--- src/rtl/vme_cmd_arbiter.sv ---
// rtl/vme_cmd_arbiter.sv - round-robin command arbiter feeding a single VME master
//
// Ports:
//   clk, rst_n        clock and synchronous active-low reset
//   req               per-requester pending command flags
//   req_rnw           per-requester direction, 1 = read, 0 = write
//   req_cmd, req_dat  flattened 32-bit command words / write data, requester i at [32i+31:32i]
//   ack, tout         one-cycle completion pulse and coincident timeout flag to the owner
//   rd_data           read result, valid while any ack bit is high
//   grant_id          index of the requester currently owning the master
//   busy              high whenever a transaction is in flight
//   start             one-cycle issue strobe to the VME master
//   vme_cmd_reg       formatted command word (idles at MASK)
//   vme_dat_reg_in    write data to the master (idles at zero)
//   vme_cmd_rd        master ready to accept a command
//   vme_dat_wr        master completion strobe
//   vme_dat_reg_out   master read-back data, low 16 bits used

module vme_cmd_arbiter #(
  parameter int          NREQ    = 2,
  parameter logic [31:0] MASK    = 32'h00A8_0000,
  parameter logic [15:0] TIMEOUT = 16'd1023
) (
  input  logic                      clk,
  input  logic                      rst_n,
  input  logic [NREQ-1:0]           req,
  input  logic [NREQ-1:0]           req_rnw,
  input  logic [NREQ*32-1:0]        req_cmd,
  input  logic [NREQ*32-1:0]        req_dat,
  output logic [NREQ-1:0]           ack,
  output logic [NREQ-1:0]           tout,
  output logic [15:0]               rd_data,
  output logic [$clog2(NREQ)-1:0]   grant_id,
  output logic                      busy,
  output logic                      start,
  output logic [31:0]               vme_cmd_reg,
  output logic [31:0]               vme_dat_reg_in,
  input  logic                      vme_cmd_rd,
  input  logic                      vme_dat_wr,
  input  logic [31:0]               vme_dat_reg_out
);

  localparam int              GW     = $clog2(NREQ);
  localparam logic [31:0]     RD_BIT = 32'h0200_0000;
  localparam logic [31:0]     WR_BIT = 32'h0100_0000;
  localparam logic [NREQ-1:0] ONE    = NREQ'(1);

  typedef enum logic [1:0] {IDLE, WAIT_RDY, WAIT_DONE, RELEASE} state_t;

  state_t        state;
  logic [GW-1:0] last_grant;
  logic          rnw_q;
  logic [31:0]   cmd_q;
  logic [31:0]   dat_q;
  logic [15:0]   cnt;

  // Only the low half of the read-back word is returned.
  logic unused_rd_hi;
  assign unused_rd_hi = ^vme_dat_reg_out[31:16];

  logic [31:0] cmd_arr [NREQ];
  logic [31:0] dat_arr [NREQ];

  for (genvar g = 0; g < NREQ; g++) begin : g_unpack
    assign cmd_arr[g] = req_cmd[32*g +: 32];
    assign dat_arr[g] = req_dat[32*g +: 32];
  end

  // Round-robin search starting just after the previous winner.
  logic          win_found;
  logic [GW-1:0] win_idx;

  always_comb begin
    int            cand;
    logic [GW-1:0] cand_g;
    win_found = 1'b0;
    win_idx   = '0;
    cand      = 0;
    cand_g    = '0;
    for (int i = 1; i <= NREQ; i++) begin
      cand   = (int'(last_grant) + i) % NREQ;
      cand_g = GW'(cand);
      if (!win_found && req[cand_g]) begin
        win_found = 1'b1;
        win_idx   = cand_g;
      end
    end
  end

  always_ff @(posedge clk) begin
    if (!rst_n) begin
      state          <= IDLE;
      start          <= 1'b0;
      vme_cmd_reg    <= MASK;
      vme_dat_reg_in <= '0;
      ack            <= '0;
      tout           <= '0;
      rd_data        <= '0;
      busy           <= 1'b0;
      grant_id       <= '0;
      last_grant     <= GW'(NREQ - 1);
      cnt            <= '0;
      rnw_q          <= 1'b0;
      cmd_q          <= '0;
      dat_q          <= '0;
    end else begin
      // Strobes default low so every pulse is exactly one cycle wide.
      start          <= 1'b0;
      vme_cmd_reg    <= MASK;
      vme_dat_reg_in <= '0;
      ack            <= '0;
      tout           <= '0;

      case (state)
        IDLE: begin
          if (win_found) begin
            rnw_q      <= req_rnw[win_idx];
            cmd_q      <= cmd_arr[win_idx];
            dat_q      <= dat_arr[win_idx];
            grant_id   <= win_idx;
            last_grant <= win_idx;
            busy       <= 1'b1;
            state      <= WAIT_RDY;
          end
        end

        WAIT_RDY: begin
          if (vme_cmd_rd) begin
            start          <= 1'b1;
            vme_cmd_reg    <= cmd_q | MASK | (rnw_q ? RD_BIT : WR_BIT);
            vme_dat_reg_in <= dat_q;
            cnt            <= '0;
            state          <= WAIT_DONE;
          end
        end

        WAIT_DONE: begin
          // Completion is tested first so it wins a tie with the terminal count.
          if (vme_dat_wr) begin
            rd_data <= rnw_q ? vme_dat_reg_out[15:0] : 16'h0000;
            ack     <= ONE << grant_id;
            state   <= RELEASE;
          end else if (cnt == TIMEOUT) begin
            rd_data <= 16'hFFFF;
            ack     <= ONE << grant_id;
            tout    <= ONE << grant_id;
            state   <= RELEASE;
          end else begin
            cnt <= cnt + 16'd1;
          end
        end

        RELEASE: begin
          busy  <= 1'b0;
          cnt   <= '0;
          state <= IDLE;
        end

        default: state <= IDLE;
      endcase
    end
  end

endmodule
--- config.mk ---
export PLATFORM = sky130hd
export DESIGN_NAME = vme_cmd_arbiter
export DESIGN_NICKNAME = d
export VERILOG_FILES = /design/src/rtl/vme_cmd_arbiter.sv
export SDC_FILE = /design/constraint.sdc
export NUM_CORES = 1
export LEC_CHECK = 0
export ABC_AREA = 1
export CORE_MARGIN = 10
export CORE_UTILIZATION = 47
export CTS_CLUSTER_SIZE = 24
export DETAILED_ROUTE_END_ITERATION = 6
export GPL_TIMING_DRIVEN = 0
export MAX_ROUTING_LAYER = met4
export PLACE_DENSITY = 0.84
export SETUP_SLACK_MARGIN = 0.5
export SLEW_MARGIN = 15
export SYNTH_ARGS = -nofsm -noshare
export SYNTH_HDL_FRONTEND = slang
export SYNTH_SLANG_ARGS = --single-unit
--- constraint.sdc ---
create_clock -name clk -period 2.3 [get_ports clk]
set_input_delay 0.345 -clock clk [delete_from_list [all_inputs] [get_ports clk]]
set_output_delay 0.345 -clock clk [all_outputs]
set_load 0.03 [all_outputs]
# ---- Yosys cells after proc, flatten, opt, wreduce, memory -nomap -nowiden
# Cells that the tools add are included.
dict set report word_totals {
  out_inout_bits 87
  in_bits 168
  ff_bits 171
  elab_cells 84
}
dict set report classes {
  bitwise_logic 4
  addsub 3
  n_reduce_logical 15
  n_eq_ne 9
  n_shift 1
  n_lt_le_gt_ge 4
  n_mux 34
}
# op n
set ops {}
lappend ops {{two-way mux 32 bit} 6}
lappend ops {{two-way mux 16 bit} 6}
lappend ops {{case mux 16 bit (3 select lines)} 1}
lappend ops {{bitwise OR 32 x 26 -> 32 bit} 1}
lappend ops {{two-way mux 26 bit} 1}
lappend ops {{adder 16 x 1 -> 16 bit (second input constant)} 1}
lappend ops {{== test 16 x 10 -> 1 bit (second input constant)} 1}
lappend ops {{two-way mux 1 bit} 12}
lappend ops {{two-way mux 2 bit} 6}
lappend ops {{AND reduction 2 bit} 5}
lappend ops {{inequality test 2 bit (second input constant)} 4}
lappend ops {{case mux 2 bit (4 select lines)} 1}
lappend ops {{< comparator 1 x 2 -> 1 bit (second input constant)} 3}
lappend ops {{AND reduction 3 bit} 2}
lappend ops {{== test 2 bit (second input constant)} 2}
lappend ops {{AND reduction 4 bit} 1}
lappend ops {{nonzero test 2 bit} 2}
lappend ops {{inequality test 3 bit (second input constant)} 1}
lappend ops {{nonzero test 3 bit} 1}
lappend ops {{OR reduction 3 bit} 1}
lappend ops {{adder 1 bit (second input constant)} 2}
lappend ops {{== test 2 x 1 -> 1 bit (second input constant)} 1}
lappend ops {{greater-or-equal comparator 2 bit (second input constant)} 1}
lappend ops {{zero test 2 bit} 1}
lappend ops {{other kinds (6)} 7}

# ---- Longest topological paths before layout
dict set report depth {
  depth_word 11
  mapped_depth 10
  mapped_depth_nobuf 10
}

# ---- Least setup slack after synthesis
# OpenSTA, ideal clock, no wires.
dict set report synth_timing {
  kind {register to register}
  start {register state[0]}
  end {register cnt[2]}
  required_ns 2.158
  stages_incl_launch_ff 10
  setup_slack_ns 0.761
  period_less_slack_ns 1.539
  setup_ns 0.142
  path_buffers 1
  arrival_time_ns 1.398
  cell_sequence {dfxtp_1 > inv_1 > ha_1 > nand2_2 > inv_1 > nor2_4 > nand3_4 > buf_8 > nand2_1 > a21oi_2}
}
dict set report synth_via {
  elab_chain_len 3
  elab_cells_between_ends 9
  cone_classes {eq/ne: 6; mux: 1; reduce/logical: 2}
}
# element line
set synth_lines {}
lappend synth_lines {{start, declared} 50} ;# state_t state;
lappend synth_lines {{start signal, assigned} 92} ;# state <= IDLE;
lappend synth_lines {{start signal, assigned} 123} ;# state <= WAIT_RDY;
lappend synth_lines {{start signal, assigned} 133} ;# state <= WAIT_DONE;
lappend synth_lines {{== test 2 bit / == test 2 x 1 -> 1 bit (equally long branches)} 114} ;# case (state)
lappend synth_lines {{inequality test 2 bit (no line) / nonzero test 3 bit (equally long branches)} n/a}
lappend synth_lines {{AND reduction 4 bit (no line)} n/a}
lappend synth_lines {{end signal, assigned} 149} ;# cnt <= cnt + 16'd1;
lappend synth_lines {{end, declared} 55} ;# logic [15:0] cnt;
# Parallel ways exist; a longest one is shown, timed or not.
# A chain may end at the register's enable or synchronous reset.

# ---- Worst setup path in the final report
dict set report layout_timing {
  start {register vme_dat_reg_in[9]}
  end {output vme_dat_reg_in[9]}
}
# element line
set layout_lines {}
lappend layout_lines {{start, declared} 37} ;# output logic [31:0] vme_dat_reg_in,
lappend layout_lines {{start signal, assigned} 131} ;# vme_dat_reg_in <= dat_q;
# No word-level cell between the ends.

==> flow_summary.json <==
{
  "outcome": "completed",
  "synth_flop_cell": "dfxtp_1",
  "ios": 255,
  "reg_top3": "dat_q x32, vme_dat_reg_in x32",
  "drtIter0Drc": 366,
  "path_buf_inv": 1,
  "grt_pass1_vias": 6316,
  "rsz0062_at_grt": "true",
  "synth_top_area_share": 0.507,
  "postSynthAreaPerCell_um2": 7.65,
  "num_antenna_cells": 0,
  "fin_ws_ns": 0.520,
  "critPathKind": "flip-flop to output pin",
  "viasPerCell": 5.03,
  "clock.fmax_mhz": 562,
  "critPathArrivalTime_ns": 1.43,
  "ys_top_cells_by_area": "dfxtp_1 51%, nand2_1 11%, a31oi_1 6.0%",
  "layout_min_cycle_time_ns": 1.78,
  "path_clk_slew_ns": 0.07,
  "cts_buffers": 17,
  "dieHeight_um": 138,
  "reg2reg_slack_ns": 0.53,
  "yosysWarnings": 0,
  "cp_top_family": "buffers and inverters",
  "tightest_slew_ns": 0.785,
  "overflow": 0,
  "syn-instance-count": 852,
  "detailroute.via_count": 6498,
  "cts_sinks": 165,
  "clockRootBuffer": "clkbuf_16",
  "clk_latency_ns": 0.43,
  "slew_viol_final": 0,
  "cap_violations": 0,
  "async_reset_ff_frac": 0,
  "core_mm2": 0.0134,
  "die-area_mm2": 0.0190,
  "finClkSkew_ns": 0.00859,
  "seq_area_frac_synth": 0.507,
  "drive_gt1_frac": 0.0914,
  "critical_path_required_ns": 1.96,
  "grt_use_total": 0.235,
  "path_max_fanout": 1,
  "firstDrtPassIters": 5,
  "port_buffers": 229,
  "finalCritPeriodShare": 0.774,
  "die_w_um": 138,
  "pre_cts_ws_ns": -0.0651,
  "r2r_cells": 5,
  "drc": 0,
  "synth_seq_cells": 165,
  "routed_wl_um": 22300,
  "antenna_found_initial": 0,
  "wire_per_inst_um": 17.3,
  "synth_top_area_cell": "dfxtp_1",
  "netlist_area_mm2": 0.00652,
  "h-tree-depth": 4,
  "synth_edf_count": 0,
  "worstSetupStartpointType": "flip-flop",
  "final_hold_viol_count": 0,
  "irDropWorstVdd_uv": 545,
  "rows": 42,
  "slowest_stage": "clkdlybuf4s50_1",
  "grt_max_degree": 17,
  "end_kind": "output pin",
  "leakagePower_nw": 4.68,
  "gp_congestion": 0.927,
  "netlist-cell-type-count": 35,
  "cp_num_cells": 1,
  "crit_chain": "clkdlybuf4s50_1",
  "ant_nets": 0,
  "area_growth_pct": 50.5,
  "place_hpwl_um": 16700,
  "holdPathStages": 2,
  "powerDensity_mw_per_mm2": 1010,
  "cts_tree": "yes",
  "initial_core_util": 0.486,
  "relSlewSlack": 0.476,
  "hp-class": "flip-flop to flip-flop",
  "timing.hold.ws_ns": 0.422,
  "grt_first_pass_wirelength_um": 33400,
  "power_mw": 9.88,
  "num-nets-final": 1277,
  "multi_input_area_mm2": 0.00267,
  "clockBufferDepth": 2,
  "setup_violations": 0,
  "ff_latch_area_mm2": 0.00330,
  "fillers": 1061,
  "cpPeakStageDelay_ns": 0.70
}
report_power, final:
| group | internal, mW | total (mW) | leakage, nW | switching [mW] |
|---|---|---|---|---|
| sequential | 3.43 | 3.72 | 1.35 | 0.293 |
| clock | 1.75 | 2.96 | 0.295 | 1.21 |
| combinational | 1.17 | 3.20 | 3.04 | 2.03 |
Yosys cell counts (6+ instances only):
| library cell | count |
|---|---|
| o21ai_0 | 68 |
| inv_1 | 95 |
| nand2_2 | 6 |
| nand3_1 | 20 |
| clkbuf_1 | 33 |
| buf_2 | 11 |
| nor3_1 | 12 |
| nand4_1 | 6 |
| nor3_2 | 9 |
| a21oi_2 | 7 |
| a21oi_1 | 35 |
| ha_1 | 6 |
| nand2_1 | 192 |
| a31oi_1 | 62 |
| nor2_1 | 97 |
| dfxtp_1 | 165 |
through the flow:
stage / utilization / instance area, um^2 / instances / setup TNS (ns)
2_1_floorplan: - / 6520 / 854 / 0
3_3_place_gp: 0.674 / 9040 / 1259 / -0.165
3_5_place_dp: 0.674 / 9040 / 1259 / -0.574
4_1_cts: 0.721 / 9660 / 1291 / 0
5_1_grt: 0.732 / 9810 / 1292 / 0
6_report: 0.732 / 9810 / 1292 / 0
area by class of cell:
cell class                 count  share of cell area
sequential                   165               0.337
inverter                      99              0.0384
multi-input combinational    539               0.272
clock inverter                14              0.0177
tap                          176              0.0224
timing repair buffer         230               0.242
buffer                        51              0.0260
clock buffer                  18              0.0448
final timing paths:
path                              to               from
setup / recovery   vme_dat_reg_in[9]  vme_dat_reg_in[9]
hold reg to reg   vme_dat_reg_in[24]          dat_q[24]
setup reg to reg      vme_cmd_reg[4]           state[1]
hold / removal    vme_dat_reg_in[24]          dat_q[24]
logic make-up (layout without fill, tap and decap cells):
group,Yosys count,after routing,share of synthesized area
AO/OA/AOI/OAI,173,173,0.149
XOR/XNOR,4,4,0.00538
adder cells (fa/ha/maj),6,6,0.0115
buffers and inverters,150,412,0.0931
flip-flops,165,165,0.507
other,1,3,0.000575
AND/OR/NAND/NOR,353,353,0.234
placed cells by master (no fill, tap or decap), types with 4 or more instances in the layout:
master,n
nand2_2,5
nor3_1,12
nand3_1,18
nand2_1,191
nand4_1,6
a21oi_2,7
dlygate4sd2_1,15
o21ai_0,64
buf_4,5
inv_1,95
dfxtp_1,165
a31oi_1,62
clkbuf_16,17
clkbuf_2,9
nor2_1,95
clkdlybuf4s50_1,176
nor3_2,9
clkbuf_1,22
a21oi_1,35
buf_2,9
o21ai_1,4
dlymetal6s2s_1,38
what timing repair did:
action,in CTS,in global routing
pin swaps,0,2
hold buffers,0,0
endpoints found under the setup margin,93,118
setup buffers,0,1
resized for setup,24,72
layer usage:
layer  share of wire  wire (um)  track usage  vias up
li1                -          -            -     3247
met1            0.40       8890        0.265     2931
met2            0.48      10600        0.385      283
met3            0.10       2220       0.0787       37
met4           0.026        573       0.0805        0
met5               0          0            -        -
Note: power is estimated with default switching activity, not from simulation.
